**config.mk**
```make
export PLATFORM = sky130hd
export DESIGN_NAME = alu_op_sequencer
export DESIGN_NICKNAME = d
export VERILOG_FILES = /design/src/rtl/alu_seq_pkg.sv /design/src/rtl/alu_settle_counter.sv /design/src/rtl/alu_op_sequencer.sv
export SDC_FILE = /design/constraint.sdc
export NUM_CORES = 1
export LEC_CHECK = 0
export CORE_MARGIN = 2
export CORE_UTILIZATION = 40
export CTS_CLUSTER_SIZE = 8
export DETAILED_ROUTE_END_ITERATION = 8
export HOLD_SLACK_MARGIN = 0.08
export PLACE_DENSITY = 0.74
export REMOVE_ABC_BUFFERS = 1
export SLEW_MARGIN = 20
export SYNTH_ARGS = -nofsm -noshare
export SYNTH_HDL_FRONTEND = slang
export SYNTH_SLANG_ARGS = --single-unit
```
**constraint.sdc**
```tcl
create_clock -name clk -period 4.7 [get_ports clk]
set_input_delay 1.175 -clock clk [delete_from_list [all_inputs] [get_ports clk]]
set_output_delay 1.175 -clock clk [all_outputs]
set_load 0.03 [all_outputs]
```
**src/rtl/alu_seq_pkg.sv**
```systemverilog
// Shared types, widths and flag bit positions for the ALU operation sequencer.
package alu_seq_pkg;

  localparam int unsigned OPERAND_W = 32;
  localparam int unsigned TYPE_W    = 2;
  localparam int unsigned FUNC_W    = 5;
  localparam int unsigned FLAGS_W   = 4;
  localparam int unsigned CNT_W     = 4;
  localparam int unsigned OPCNT_W   = 16;

  localparam int unsigned FLAG_CARRY = 3;
  localparam int unsigned FLAG_ZERO  = 2;
  localparam int unsigned FLAG_OVF   = 1;
  localparam int unsigned FLAG_NEG   = 0;

  typedef enum logic [1:0] {
    IDLE   = 2'd0,
    SETTLE = 2'd1,
    RESP   = 2'd2
  } state_t;

  typedef struct packed {
    logic [OPERAND_W-1:0] a;
    logic [OPERAND_W-1:0] b;
    logic [TYPE_W-1:0]    op_type;
    logic [FUNC_W-1:0]    func;
  } alu_op_t;

  // Assemble the response flag nibble from the individual ALU flags.
  function automatic logic [FLAGS_W-1:0] pack_flags(input logic carry, input logic zero,
                                                    input logic ovf, input logic neg);
    logic [FLAGS_W-1:0] f;
    f             = '0;
    f[FLAG_CARRY] = carry;
    f[FLAG_ZERO]  = zero;
    f[FLAG_OVF]   = ovf;
    f[FLAG_NEG]   = neg;
    return f;
  endfunction

endpackage

```
**src/rtl/alu_settle_counter.sv**
```systemverilog
// Loadable down-counter that times how long ALU inputs are held before capture.
module alu_settle_counter
  import alu_seq_pkg::*;
(
  input  logic             clk,
  input  logic             rst_n,
  input  logic             load,
  input  logic [CNT_W-1:0] load_value,
  input  logic             dec,
  output logic             zero_c
);

  logic [CNT_W-1:0] count;

  // Saturates at zero; the sequencer leaves SETTLE on the zero cycle.
  always_ff @(posedge clk or negedge rst_n) begin
    if (!rst_n) begin
      count <= '0;
    end else if (load) begin
      count <= load_value;
    end else if (dec && (count != '0)) begin
      count <= count - CNT_W'(1);
    end
  end

  assign zero_c = (count == '0);

endmodule

```
**src/rtl/alu_op_sequencer.sv**
```systemverilog
// Sequences one operation at a time through a combinational ALU: latch operands,
// hold them SETTLE_CYCLES, capture the result, then hand it off over a valid/ready port.
module alu_op_sequencer
  import alu_seq_pkg::*;
#(
  parameter int unsigned SETTLE_CYCLES = 1
) (
  input  logic                 clk,
  input  logic                 rst_n,
  input  logic                 req_valid,
  output logic                 req_ready,
  input  logic [OPERAND_W-1:0] req_a,
  input  logic [OPERAND_W-1:0] req_b,
  input  logic [TYPE_W-1:0]    req_type,
  input  logic [FUNC_W-1:0]    req_func,
  output logic [OPERAND_W-1:0] alu_a,
  output logic [OPERAND_W-1:0] alu_b,
  output logic [TYPE_W-1:0]    alu_type,
  output logic [FUNC_W-1:0]    alu_func,
  input  logic [OPERAND_W-1:0] alu_result,
  input  logic                 alu_carry,
  input  logic                 alu_zero,
  input  logic                 alu_overflow,
  input  logic                 alu_negative,
  output logic                 rsp_valid,
  input  logic                 rsp_ready,
  output logic [OPERAND_W-1:0] rsp_result,
  output logic [FLAGS_W-1:0]   rsp_flags,
  output logic [OPCNT_W-1:0]   op_count
);

  localparam logic [CNT_W-1:0] SETTLE_LOAD = CNT_W'(SETTLE_CYCLES - 1);

  state_t  state;
  alu_op_t op_q;
  logic    accept_c;
  logic    settle_c;
  logic    cnt_zero_c;

  assign accept_c = (state == IDLE) && req_ready && req_valid;
  assign settle_c = (state == SETTLE);

  alu_settle_counter u_settle_counter (
    .clk        (clk),
    .rst_n      (rst_n),
    .load       (accept_c),
    .load_value (SETTLE_LOAD),
    .dec        (settle_c),
    .zero_c     (cnt_zero_c)
  );

  // ALU drive comes straight from the operand register, so it only moves on acceptance.
  assign alu_a    = op_q.a;
  assign alu_b    = op_q.b;
  assign alu_type = op_q.op_type;
  assign alu_func = op_q.func;

  always_ff @(posedge clk or negedge rst_n) begin
    if (!rst_n) begin
      state      <= IDLE;
      op_q       <= '0;
      rsp_result <= '0;
      rsp_flags  <= '0;
      op_count   <= '0;
      rsp_valid  <= 1'b0;
      req_ready  <= 1'b0;
    end else begin
      case (state)
        IDLE: begin
          if (accept_c) begin
            op_q      <= '{a: req_a, b: req_b, op_type: req_type, func: req_func};
            req_ready <= 1'b0;
            state     <= SETTLE;
          end else begin
            req_ready <= 1'b1;
          end
        end
        SETTLE: begin
          if (cnt_zero_c) begin
            rsp_result <= alu_result;
            rsp_flags  <= pack_flags(alu_carry, alu_zero, alu_overflow, alu_negative);
            rsp_valid  <= 1'b1;
            state      <= RESP;
          end
        end
        RESP: begin
          // req_ready rises with the handshake so acceptance can happen on the next edge.
          if (rsp_ready) begin
            rsp_valid <= 1'b0;
            req_ready <= 1'b1;
            op_count  <= op_count + OPCNT_W'(1);
            state     <= IDLE;
          end
        end
        default: begin
          rsp_valid <= 1'b0;
          req_ready <= 1'b0;
          state     <= IDLE;
        end
      endcase
    end
  end

endmodule

```
# Word level (Yosys, flattened, before mapping)
# Index checks and enable logic that the tools add are counted.
classes:
  bitwise_logic: 2
  n_reduce_logical: 13
  muxes: 12
  addsub: 2
  n_eq_ne: 5
op_table:
  columns: ["operator", "n"]
  rows:
  - ["16-bit by 1-bit adder with 16-bit output, second input constant", 1]
  - ["4-bit two-way mux", 2]
  - ["2-bit AND reduction", 4]
  - ["2-bit two-way mux", 3]
  - ["2-bit inequality test, second input constant", 3]
  - ["1-bit one-hot mux with 3 select lines", 2]
  - ["2-bit one-hot mux with 3 select lines", 1]
  - ["3-bit AND reduction", 2]
  - ["4-bit logical NOT", 1]
  - ["1-bit two-way mux", 4]
  - ["4-bit nonzero test", 1]
  - ["4-bit by 1-bit subtractor with 4-bit output, second input constant", 1]
  - ["1-bit logical AND", 3]
  - ["2-bit by 1-bit equality test with 1-bit output, second input constant", 1]
  - ["2-bit equality test, second input constant", 1]
  - ["2-bit logical NOT", 1]
  - ["1-bit inverter", 2]
  - ["2-bit nonzero test", 1]
totals:
  out_inout_bits: 125
  word_cells: 45
  input_bits: 111
  ff_bits: 131

# Logic depth before layout (Yosys ltp)
depth:
  depth_word: 5
  depth_mapped: 7
  mapped_depth_nobuf: 6

# Modules after synthesis
# From an unflattened synthesis, not the netlist that was laid out.
hier_totals:
  hier_cells: 329
  hier_area_um2: 5173.7
by_module_without_submodules:
  columns: ["mod", "area_each_um2", "instances", "seq_area_each_um2", "cells_per_inst"]
  rows:
  - ["alu_op_sequencer", 4903.5, 1, 3178.0, 302]
  - ["alu_settle_counter", 270.3, 1, 100.1, 27]

# Worst setup path before layout
# OpenSTA, ideal clock, no wires.
synth_path:
  kind: "in2reg"
  start: "input req_valid"
  end: "register op_q, in the netlist alu_a[30]"
  required_ns: 4.575
  path_buffers: 2
  path_slack_ns: 2.436
  arrival_time_ns: 2.140
  stages: 5
  setup_ns: 0.125
  path_cell_list: "nand2_1 > nor3_2 > buf_4 > buf_2 > mux2_2"
synth_via:
  elab_chain_cells: 2
synth_lines:
  columns: ["item", "line_no", "source"]
  rows:
  - ["start: declaration", "alu_op_sequencer.sv:10", "input logic req_valid,"]
  - ["1-bit logical AND", "alu_op_sequencer.sv:40", "assign accept_c = (state == IDLE) && req_ready && req_valid;"]
  - ["2-bit AND reduction (no line)", null, null]
  - ["end signal: assignment", "alu_op_sequencer.sv:71", "op_q <= '{a: req_a, b: req_b, op_type: req_type, func: req_func};"]
  - ["end: declaration", "alu_op_sequencer.sv:35", "alu_op_t op_q;"]
# No other way between the ends.
# A chain may end at the register's enable or synchronous reset.

# Final worst setup path
layout_path:
  start: "input req_valid"
  end: "register op_q, in the netlist alu_func[0]"
# Same word-level chain as after synthesis.

==> qor.tcl <==
set qor(io_buffers) 235
set qor(gp_congestion) 0.794
set qor(synthToLayoutAreaGrowth_pct) 60.0
set qor(post_synth_instance_area_um2) 5190
set qor(r2r_cells) 3
set qor(route.detailed.drc) 0
set qor(clock_tree.htree_level_count) 4
set qor(layout_min_cycle_time_ns) 2.88
set qor(headroom_to_the_max_slew_limit_pct) 38.3
set qor(post-synth-top-area-cell) {dfrtp_1}
set qor(worst_r2r_endpoint) {alu_func[0]}
set qor(pwr_dens_nw_per_um2) 791
set qor(clk-insertion-delay-late_ns) 0.41
set qor(timing.critical_path.fanout_max) 71
set qor(worstPathCellList) {clkdlybuf4s50_1 -> nand2_1 -> nor3_4 -> buf_4 -> mux2_2}
set qor(min_period_over_period_pct) 61.3
set qor(power.leakage_nw) 3.58
set qor(maximum_number_of_pins_on_one_net_before_global_route_repair) 72
set qor(rsz0062_at_grt) {false}
set qor(synth_top_family_by_area) {multiplexers}
set qor(ys_top_cells_by_area) {dfrtp_1 63%, mux2_2 20%, mux2_4 5.2%, xnor2_1 1.7%, xor2_1 1.2%}
set qor(result_of_the_run) {finished clean}
set qor(cts_buf_count) 17
set qor(min-delay-start) {op_count[15]}
set qor(hold_depth) 1
set qor(violation_count_after_the_first_detailed_route_iteration) 161
set qor(initial_utilization_pct) 41.1
set qor(timing.reg2reg.setup_slack_ns) 2.52
set qor(cp_data_required_time_ns) 4.99
set qor(clkSlewWorstSetupHoldPaths_ns) 0.05
set qor(vias_per_cell) 4.64
set qor(fp.coreArea_um2) 12600
set qor(die_h_um) 118
set qor(worst_ir_drop_vdd_uv) 460
set qor(grt_pass1_wl_mm) 19.9
set qor(holdCritPathClass) {flop to flop}
set qor(yosysTopAreaCellShare_pct) 63.2
set qor(ys.warnings.count) 0
set qor(post_synth_xor_area_fraction_pct) 3.18
set qor(synth_compound_area_share_pct) 0.603
set qor(die-area_um2) 13900
set qor(cp_slowest_stage_delay_ns) 0.76
set qor(cts-resized-gates) 0
set qor(number_of_global_route_vias_before_repair) 3717
set qor(hold_viol_final) 0
set qor(ys_types) 34
set qor(timing_worst_setup_path_type) {input pin to flop}
set qor(fin_total_pwr_mw) 6.57
set qor(grt_antenna_before_repair) 0
set qor(post_cts_hold_buffer_count) 0
set qor(yosys.area_share.adder_pct) 0.483
set qor(boundaryPins) 236
set qor(dp_cells) 718
set qor(cp-end-kind) {flop}
set qor(drive_gt1_share_pct) 26.5
set qor(synthCells) 323
set qor(die_w_um) 118
set qor(fmax_mhz) 347
set qor(aggregate_routed_wire_length_mm) 12.4
set qor(skew_ns) 0.00416
set qor(synth_simple_gate_area_share_pct) 5.28
set qor(cts_tree) {yes}
set qor(num_rows) 41
set qor(synth.ff_latch_count) 131
set qor(finalNetCount) 678
set qor(yosys-mux-area-fraction_pct) 25.0
set qor(wp_buf_inv) 2
set qor(yosysSeqAreaShare_pct) 63.2
set qor(crit_family) {buffers and inverters}
set qor(cts-root-to-sink-buffers) 2
set qor(layoutNonFillerInstCount) 750
set qor(firstDrtPassIters) 4
set qor(drt.antenna.violating_nets) 0
set qor(post-cts-setup-buffer-count) 0
set qor(num_vias) 3481
set qor(global_route.usage.total_pct) 18.4
set qor(worstReg2RegStart) {state[1]}
set qor(syn-mean-instance-area_um2) 16.1
set qor(cts.root.buffer_cell) {clkbuf_16}
set qor(slowest_stage) {buf_4}
set qor(overflow_left_after_global_routing) 0
set qor(place_hpwl_mm) 8.78
set qor(tightest_slew_ns) 0.925
set qor(crit_path_launch_type) {input pin}
set qor(tritoncts_num_sinks) 131
set qor(route.detailed.wl_per_inst_um) 16.5
set qor(antenna_diode_instance_count) 0
set qor(min_delay_worst_endpoint) {op_count[15]}
set qor(maxSlewViolCount) 0
set qor(utilization_after_layout_pct) 65.8
set qor(cp_data_arrival_time_ns) 3.17
set qor(max_cap_viols) 0
set qor(setup_viol) 0
-- synth_stat cells, drive strengths merged --
master and instances:
or3b 1, mux2 109, nand4b 2, xor2 7
a21oi 1, a221oi 1, nand3 5, inv 4
and4 1, ha 2, nor3 3, o21bai 1
and2b 1, o21ai 2, or2 1, buf 14
nor4 1, and3 3, and2 1, nand2b 4
xnor2 11, nand4 1, dfrtp 131, nand3b 1
nor2 7, nand2 7, or4 1
-- registers in the layout (all words and copies together) (netlist names) --
name and count:
alu_a 32, alu_b 32, rsp_result 32, op_count 16
alu_func 5, rsp_flags 4, u_settle_counter.count 4, alu_type 2
state 2, req_ready 1, rsp_valid 1
-- cell families after synthesis --
logic type      after synthesis
fa+ha+maj                     2
compound gates                5
xor+xnor                     18
buf+inv                      18
simple gates                 40
flops                       131
mux                         109
-- area by class of cell --
cell class                      instances  area, um^2
Fill cell                             959        4320
Sequential cell                       131        3280
Timing Repair Buffer                  237        2380
Multi-Input combinational cell        174        1800
Clock buffer                           18         429
Tap cell                              172         215
Clock inverter                         14         188
Inverter                                4        15.0
-- where the power goes --
part	leakage [nW]	total, mW	internal [mW]	switching, mW
clock network	0.292	1.37	0.884	0.486
logic	1.72	3.23	1.57	1.66
registers	1.57	1.97	1.66	0.306
total	3.58	6.57	4.11	2.45
-- metal layers --
layer / routed length [um] / track usage, %
met3: 1030 / 8.14
met5: 0 / 0
met1: 4870 / 21.0
met4: 253 / 7.23
met2: 6250 / 30.3
-- layout by cell type, fill, tap and decap left out, types with 2 or more instances in the layout --
master / netlist / layout
and3_1: 3 / 3
buf_4: 3 / 2
bufinv_16: 0 / 4
clkbuf_16: 0 / 17
clkdlybuf4s50_1: 0 / 234
clkinv_2: 0 / 4
clkinv_4: 0 / 2
clkinvlp_4: 0 / 4
dfrtp_1: 131 / 131
ha_1: 2 / 2
inv_1: 4 / 4
mux2_2: 91 / 91
mux2_4: 18 / 18
nand2_1: 7 / 7
nand2b_4: 3 / 3
nand3_1: 5 / 5
nor2_1: 7 / 7
nor3_1: 2 / 2
o21ai_0: 2 / 2
xnor2_1: 10 / 10
xor2_1: 7 / 7
-- worst max path at each step --
stage | startpoint | end | slack (ns) | cells after the start
final | req_valid | alu_func[0] | 1.82 | 5
after global routing | req_valid | alu_func[0] | 1.70 | 5
after CTS | req_valid | alu_func[0] | 1.83 | 5
after detailed placement | req_valid | alu_func[0] | 1.39 | 5
after global placement | req_valid | alu_b[18] | 1.45 | 5
after floorplan | req_valid | alu_a[0] | -0.004 | 3
-- metrics by stage --
step                setup WS (ns)  hold WS (ns)  TNS (ns)  area [um^2]
floorplan                -0.00436         0.506    -0.309         5080
global placement             1.45         0.464         0         7680
detailed placement           1.39         0.472         0         7680
CTS                          1.83         0.479         0         8300
global route                 1.70         0.510         0         8300
finish                       1.82         0.467         0         8300
Note: power is estimated with default switching activity, not from simulation.
